===== config.mk =====
export PLATFORM = sky130hd
export DESIGN_NAME = led_pwm_fader
export DESIGN_NICKNAME = d
export VERILOG_FILES = /design/src/rtl/led_pkg.sv /design/src/rtl/led_fade_channel.sv /design/src/rtl/led_pwm_fader.sv
export SDC_FILE = /design/constraint.sdc
export NUM_CORES = 1
export LEC_CHECK = 0
export CORE_MARGIN = 3
export CORE_UTILIZATION = 42
export DETAILED_ROUTE_END_ITERATION = 8
export PLACE_DENSITY = 0.55
export SLEW_MARGIN = 10
export SYNTH_ARGS = -nofsm -noshare
export SYNTH_HDL_FRONTEND = slang
export SYNTH_SLANG_ARGS = --single-unit

===== constraint.sdc =====
create_clock -name clk -period 5.9 [get_ports clk]
set_input_delay 0.59 -clock clk [delete_from_list [all_inputs] [get_ports clk]]
set_output_delay 0.59 -clock clk [all_outputs]
set_load 0.005 [all_outputs]

===== src/rtl/led_pkg.sv =====
// Shared types and constants for the LED PWM fader.
package led_pkg;

   typedef enum logic [1:0] {OFF, RISE, ON, FALL} fade_state_t;

   localparam int N_LEDS_DEF   = 6;
   localparam int PWM_BITS_DEF = 8;

   // Clocks per fade step so that a full 0..2^pwm_bits ramp takes ramp_us microseconds.
   function automatic int calc_fade_div(input longint clk_hz, input longint ramp_us,
                                        input int pwm_bits);
      longint steps;
      steps = longint'(1) << pwm_bits;
      return int'((clk_hz * ramp_us) / (longint'(1_000_000) * steps));
   endfunction

endpackage


===== src/rtl/led_fade_channel.sv =====
// One LED channel: fade state machine, level register and per-period duty latch.
module led_fade_channel
   import led_pkg::*;
#(
   parameter int PWM_BITS = PWM_BITS_DEF
) (
   input  logic                clk,
   input  logic                rst_n,
   input  logic                led_in,
   input  logic [PWM_BITS-1:0] brightness,
   input  logic                fade_en,
   input  logic                fade_tick,
   input  logic                period_start,
   output logic [PWM_BITS-1:0] duty_q
);

   localparam logic [PWM_BITS-1:0] ONE = PWM_BITS'(1);

   fade_state_t         state;
   logic [PWM_BITS-1:0] lvl;
   logic [PWM_BITS-1:0] lvl_next;

   // The state is a pure function of the request and the current level.
   always_comb begin
      // NOTE: assign a default before any branch so no path leaves the signal unassigned (latch).
      state = OFF;
      if (led_in) begin
         if (lvl < brightness)       state = RISE;
         else if (lvl == brightness) state = ON;
         else                        state = FALL;
      end else if (lvl != '0) begin
         state = FALL;
      end
   end

   always_comb begin
      lvl_next = lvl;
      if (!fade_en) begin
         lvl_next = led_in ? brightness : '0;
      end else if (fade_tick) begin
         unique case (state)
            RISE:    lvl_next = lvl + ONE;
            FALL:    lvl_next = lvl - ONE;
            default: lvl_next = lvl;
         endcase
      end
   end

   always_ff @(posedge clk or negedge rst_n) begin
      // NOTE: sequential state uses non-blocking assignments so all registers update together.
      if (!rst_n) begin
         lvl    <= '0;
         duty_q <= '0;
      end else begin
         lvl <= lvl_next;
         if (period_start) duty_q <= lvl;
      end
   end

endmodule


===== src/rtl/led_pwm_fader.sv =====
// Per-LED PWM with global brightness and optional linear fade; drives the LED pins.
module led_pwm_fader
   import led_pkg::*;
#(
   parameter int N_LEDS     = N_LEDS_DEF,
   parameter int PWM_BITS   = PWM_BITS_DEF,
   parameter int FADE_DIV   = 19531,
   parameter bit ACTIVE_LOW = 1'b1
) (
   input  logic                clk,
   input  logic                rst_n,
   input  logic [N_LEDS-1:0]   led_in,
   input  logic [PWM_BITS-1:0] brightness,
   input  logic                fade_en,
   output logic [N_LEDS-1:0]   led_pin,
   output logic                pwm_period_tick
);

   localparam int FDIV_W = (FADE_DIV > 1) ? $clog2(FADE_DIV) : 1;
   localparam logic [FDIV_W-1:0]   FDIV_LAST = FDIV_W'(FADE_DIV - 1);
   // Counter stops one short of all-ones so a duty of all-ones lights the whole period.
   localparam logic [PWM_BITS-1:0] CNT_LAST  = {{(PWM_BITS-1){1'b1}}, 1'b0};

   logic [PWM_BITS-1:0] cnt;
   logic [FDIV_W-1:0]   fdiv;
   logic                period_start;
   logic                fade_tick;
   logic [PWM_BITS-1:0] duty [N_LEDS];

   assign period_start = (cnt == '0);
   assign fade_tick    = (fdiv == FDIV_LAST);

   always_ff @(posedge clk or negedge rst_n) begin
      if (!rst_n) begin
         cnt             <= '0;
         fdiv            <= '0;
         pwm_period_tick <= 1'b0;
      end else begin
         cnt             <= (cnt == CNT_LAST) ? '0 : cnt + PWM_BITS'(1);
         fdiv            <= fade_tick ? '0 : fdiv + FDIV_W'(1);
         pwm_period_tick <= period_start;
      end
   end

   for (genvar i = 0; i < N_LEDS; i++) begin : g_ch
      led_fade_channel #(
         .PWM_BITS(PWM_BITS)
      ) u_ch (
         .clk          (clk),
         .rst_n        (rst_n),
         .led_in       (led_in[i]),
         .brightness   (brightness),
         .fade_en      (fade_en),
         .fade_tick    (fade_tick),
         .period_start (period_start),
         .duty_q       (duty[i])
      );
   end

   always_ff @(posedge clk or negedge rst_n) begin
      if (!rst_n) begin
         led_pin <= {N_LEDS{ACTIVE_LOW}};
      end else begin
         for (int i = 0; i < N_LEDS; i++) begin
            led_pin[i] <= (cnt < duty[i]) ^ ACTIVE_LOW;
         end
      end
   end

endmodule

**Word-level counts from Yosys, hierarchy flattened**

Index checks and enable logic that the tools add are counted.

- Register bits after elaboration: 126
- Output and inout bits: 7
- Input bits: 17

- Reductions and logical operators: 13
- Order comparisons: 12
- Bitwise logic cells: 6
- Muxes and demuxes: 50
- Equality and inequality tests: 27
- $add $sub $neg: 14

Operators with widths:

| operator | number |
|---|---|
| two-way mux 8 bit | 19 |
| less-than comparator 8 bit | 12 |
| one-hot mux 8 bit (2 select lines) | 6 |
| adder 8 x 1 -> 8 bit (second input constant) | 7 |
| == test 8 bit | 6 |
| nonzero test 8 bit | 6 |
| subtractor 8 x 1 -> 8 bit (second input constant) | 6 |
| two-way mux 2 bit | 18 |
| != test 3 x 1 -> 1 bit (second input constant) | 6 |
| adder 15 x 1 -> 15 bit (second input constant) | 1 |
| == test 15 bit (second input constant) | 1 |
| two-way mux 15 bit | 1 |
| == test 2 x 1 -> 1 bit (second input constant) | 6 |
| == test 2 bit (second input constant) | 6 |
| AND reduction 2 bit | 6 |
| == test 8 bit (second input constant) | 1 |
| logical NOT 8 bit | 1 |
| two-way mux 1 bit | 6 |
| inverter 1 bit | 6 |
| != test 2 x 1 -> 1 bit (second input constant) | 1 |

**Logic depth before layout (Yosys ltp)**

- Word-level depth: 8
- Gate-level depth with buffers: 17
- Mapped depth without buffers: 17

**Modules after synthesis**

From an unflattened synthesis, not the netlist that was laid out.

- Cells, all modules: 1,020
- Area, all modules: 9,670.5 um^2

By module, submodules not included:

| module | cells an instance | seq. area each (um^2) | area each (um^2) | times used |
|---|---|---|---|---|
| led_fade_channel at g_ch[0].u_ch ... | 129 | 400.4 | 1,217.4 | 3 |
| led_fade_channel at g_ch[2].u_ch ... | 128 | 400.4 | 1,226.2 | 2 |
| led_pwm_fader | 248 | 758.2 | 2,336.0 | 1 |
| led_fade_channel at g_ch[3].u_ch | 129 | 400.4 | 1,229.9 | 1 |

**Worst setup path after synthesis**

No wires, ideal clock.

- Path type: input to register
- Start: in brightness[1]
- End: reg g_ch[3].u_ch.lvl[7]
- Setup time: 0.131 ns
- Path slack: 1.935 ns
- Stages on the path: 16
- Data required time: 5.769 ns
- Data arrival time: 3.834 ns
- Cells stage by stage: inv_1 > ha_1 > nor2b_1 > o211a_1 > nor3_1 > nor4_1 > or3_1 > inv_1 > ha_1 > a21oi_1 > o2111ai_1 > a21o_1 > a21oi_1 > xor2_1 > and4b_1 > or3_1

- Longest elaborated chain between the ends: 8
- Elaborated cells between the ends (all ways): 12

Ends and longest elaborated chain:

| what | line | text |
|---|---|---|
| start, declared | led_pwm_fader.sv:13 | `input logic [PWM_BITS-1:0] brightness,` |
| branches (longest 2 deep; another with less-than comparator 8 bit) | -- |  |
| two-way mux 2 bit (*) | led_fade_channel.sv:28 | `if (lvl < brightness) state = RISE;` |
| two-way mux 2 bit (*) | led_fade_channel.sv:27 | `if (led_in) begin` |
| == test 2 bit / == test 2 x 1 -> 1 bit (equally long branches) | led_fade_channel.sv:41 | `unique case (state)` |
| one-hot mux 8 bit (2 select lines) | led_fade_channel.sv:41 |  |
| two-way mux 8 bit | led_fade_channel.sv:40 | `end else if (fade_tick) begin` |
| two-way mux 8 bit | led_fade_channel.sv:38 | `if (!fade_en) begin` |
| end signal, assigned | led_fade_channel.sv:55 | `lvl <= lvl_next;` |
| end, declared | led_fade_channel.sv:20 | `logic [PWM_BITS-1:0] lvl;` |

Mark *: on every way between the ends. The select of a mux whose other input is x is not followed.
A chain may end at the register's enable or synchronous reset.

**Worst setup path in the final report**

Same ends and word-level chain as after synthesis.

==> summary.md <==
| Metric | Value |
|---|---|
| Status | `finished clean` |
| Max Slew Vio Count | `0` |
| # port buffers | `23` |
| Worst-margin pin slew | `1070 ps` |
| Final setup TNS | `0 ps` |
| CORE AREA | `21900 um^2` |
| Req. time, crit path | `6200 ps` |
| Min Tclk post-route | `4460 ps` |
| Nets | `1204` |
| Global-route wire length before repair | `39200 um` |
| H-Tree Depth | `4` |
| Non-Filler Instances | `1343` |
| Hpwl dp | `17400 um` |
| P&R area growth vs syn | `11.4%` |
| Die area | `24200 um^2` |
| Seq cells post-synth | `126` |
| Pre-antenna DRT Iters | `5` |
| Crit-path max FO | `7` |
| Main synth FF type | `dfrtp_1` |
| Largest net degree at the start of global routing | `83` |
| Mapped Nets | `1184` |
| Switching power | `0.000901 W` |
| Post-route antenna net violation count | `0` |
| Logic pwr share | `0.244` |
| Flop pwr share | `0.362` |
| # hold bufs at CTS | `0` |
| Ys async rst share | `1.00` |
| Final hold vios | `0` |
| Row count | `54` |
| Unrepaired setup endpoints after global routing | `false` |
| Number of flops mapped to enable cells by yosys | `0` |
| Io pins | `24` |
| Residual DRC | `0` |
| Syn. warnings | `0` |
| CTS Buf Count | `17` |
| Worst skew pair latency | `430 ps` |
| Initial antenna violation count | `0` |
| Arrival @ worst endpoint | `4760 ps` |
| Cell variety after synth | `68` |
| Mapped Area | `9380 um^2` |
| Clock sinks | `126` |
| Layout cells sized above 1 | `0.0602` |
| Leakage power | `4.88 nW` |
| Crit path kind | `primary input to flip-flop` |
| Crit share post-route | `0.756` |
| Post-synthesis sequential area ratio | `0.337` |
| Post_cts resized | `0` |
| GRT Residual Overflow | `0` |
| Slowest cell on the critical path | `clkdlybuf4s50_1` |
| Setup bufs post-CTS | `0` |
| Pint | `0.00186 W` |
| PD cells | `264 nW/um^2` |
| Starting DRT DRC Count | `401` |
| Placed cell count | `1311` |
| Worst-path clk slew | `60 ps` |
| Root buf cell | `clkbuf_16` |
| CP Launch Type | `primary input` |
| Detailed Route WL | `24100 um` |
| Endpoints failing setup | `0` |
| Die X | `155 um` |
| Hold WC Path Type | `primary input to asynchronous set/reset pin` |
| Vias per cell | `5.54` |
| Clock power share | `0.394` |
| N_diodes | `0` |
| Worst reg-to-reg path cell count | `15` |
| Average wire per standard cell | `18.0 um` |
| CTS tree | `yes` |
| Initial Util | `0.429` |
| Mean Syn Cell Area | `9.11 um^2` |
| Delay of the slowest cell on the worst path | `470 ps` |
| Max-Cap Viols | `0` |
| Sw Share | `0.327` |
| Crit-path cells | `clkdlybuf4s50_1 -> inv_1 -> ha_1 -> nor2b_1 -> o211a_1 -> nor3_1 -> nor4_1 -> or3_1 -> inv_1 -> ha_1 -> a21oi_1 -> o2111ai_1 -> a21o_1 -> a21oi_1 -> xor2_1 -> and4b_1 -> or3_1` |
| Critical path endpoint category | `flip-flop` |
| Fin Clk Skew | `8.00 ps` |
| Placed cell areas | `9850 um^2` |
| Peak VDD IR | `0.150 mV` |
| Final Instance Area | `10400 um^2` |
| FMAX | `224 MHz` |
| Via count | `7444` |
| Total track usage | `0.207` |
| Cells after synthesis | `1030` |
| Number of global-route vias before repair | `7203` |
| Slew HR | `0.287` |
| Die Height | `155 um` |
| GPL Wtd Cong | `0.872` |
| Max clock buf depth | `2` |
-- synth_stat cells, drive strengths merged, types with 3 or more instances --
cell type  number  share of area
o211a           3         0.0032
mux2           20          0.024
o21ai          87          0.047
buf             6         0.0031
o41ai           5         0.0071
a21boi         11         0.0088
ha            131           0.17
xor2           15          0.014
or3            11         0.0075
fa              6          0.013
clkbuf         19          0.011
nand4          26          0.019
nand2         118          0.047
nor4           15          0.012
mux2i           4         0.0043
nor3           11         0.0064
o2111ai         3         0.0028
dfstp           6          0.017
o31ai           4         0.0032
o211ai         14          0.011
nor3b           4         0.0032
nor4b           3         0.0051
nand3b          4         0.0032
nor2           73          0.029
or4             3         0.0024
dfrtp         120           0.32
o21a           19          0.017
xnor2          34          0.032
o21bai          3         0.0024
nand3          24          0.013
a21o            7         0.0057
inv            98          0.039
a21oi          48          0.026
nor2b          13         0.0087
a22o           39          0.036
-- cells by family (layout without fill, tap and decap cells) --
kind of cell,after synthesis,count (layout),synth area share
multiplexers,24,24,0.0287
AND/OR/NAND/NOR,321,321,0.172
adder cells (fa/ha/maj),137,137,0.187
buffers and inverters,125,158,0.0544
flip-flops,126,126,0.337
AO/OA/AOI/OAI,248,248,0.175
XOR/XNOR,49,49,0.0457
-- registers in the layout, summed over array words and instances (netlist names) --
name	cells
g_ch.u_ch.duty_q	48
fdiv	15
led_pin	6
pwm_period_tick	1
g_ch.u_ch.lvl	48
cnt	8
-- worst max-delay path, delay by kind of cell --
kind	cells	cell delay, ps
compound gates	5	1010
xor+xnor	1	100
fa+ha+maj	2	660
buf+inv	3	840
simple gates	6	1550
-- per-stage QoR --
step                      hold slack, ps   util  power, W  setup WS (ps)
after detailed placement             465  0.450   0.00168           1040
after global placement               463  0.450   0.00168           1070
after floorplan                      294      -   0.00150           1940
after global routing                 269  0.477   0.00292           1150
after CTS                            238  0.477   0.00278           1490
final                                208  0.477   0.00276           1440
-- power by group through the flow --
stage                     registers (W)  logic (W)  clock network (W)
after global placement          0.00101   0.000665                  0
after CTS                      0.000997   0.000677            0.00111
after detailed placement        0.00101   0.000672                  0
final                          0.000998   0.000674            0.00109
after global routing            0.00100   0.000771            0.00114
after floorplan                0.000978   0.000520                  0
-- final timing paths --
kind / slack, ps / startpoint / to
worst max-delay path: 1440 / brightness[1] / g_ch[3].u_ch.lvl[7]
worst min-delay path: 210 / rst_n / fdiv[13]
worst max register to register: 1830 / g_ch[3].u_ch.lvl[1] / g_ch[3].u_ch.lvl[7]
worst min register to register: 470 / g_ch[0].u_ch.duty_q[0] / g_ch[0].u_ch.duty_q[0]
max in group asynchronous: 4590 / rst_n / g_ch[1].u_ch.lvl[0]
min in group clk: 470 / g_ch[0].u_ch.duty_q[0] / g_ch[0].u_ch.duty_q[0]
-- layout by cell type (no fill, tap or decap), types with 10 or more instances in the layout --
| master | Yosys | routed |
|---|---|---|
| o21a_1 | 17 | 17 |
| o21ai_1 | 19 | 19 |
| nor3_1 | 10 | 10 |
| dfrtp_1 | 120 | 120 |
| clkbuf_16 | 0 | 17 |
| a21oi_1 | 48 | 48 |
| nand3_1 | 24 | 24 |
| nand4_1 | 25 | 25 |
| nand2_1 | 118 | 118 |
| xor2_1 | 15 | 15 |
| mux2_1 | 18 | 18 |
| clkdlybuf4s50_1 | 0 | 21 |
| nor4_1 | 12 | 12 |
| ha_1 | 131 | 131 |
| nor2_1 | 73 | 73 |
| xnor2_1 | 34 | 34 |
| o21ai_0 | 67 | 67 |
| nor2b_1 | 13 | 13 |
| a22o_1 | 39 | 39 |
| inv_1 | 98 | 98 |
| or3_1 | 10 | 10 |
| o211ai_1 | 14 | 14 |
-- routing by layer --
layer / vias up / share of wire / GRT usage
li1: 3718 / - / -
met1: 3560 / 0.50 / 0.307
met2: 145 / 0.44 / 0.314
met3: 21 / 0.044 / 0.0381
met4: 0 / 0.011 / 0.0471
met5: - / 0 / 0
-- cell type report --
cell class	instances	area (um^2)
multi-input combinational	779	5710
fill	2158	11400
timing repair buffer	27	256
tap	280	350
clock inverter	15	173
inverter	99	372
clock buffer	17	425
sequential	126	3160
No activity file was read; power rests on OpenSTA's default activity.
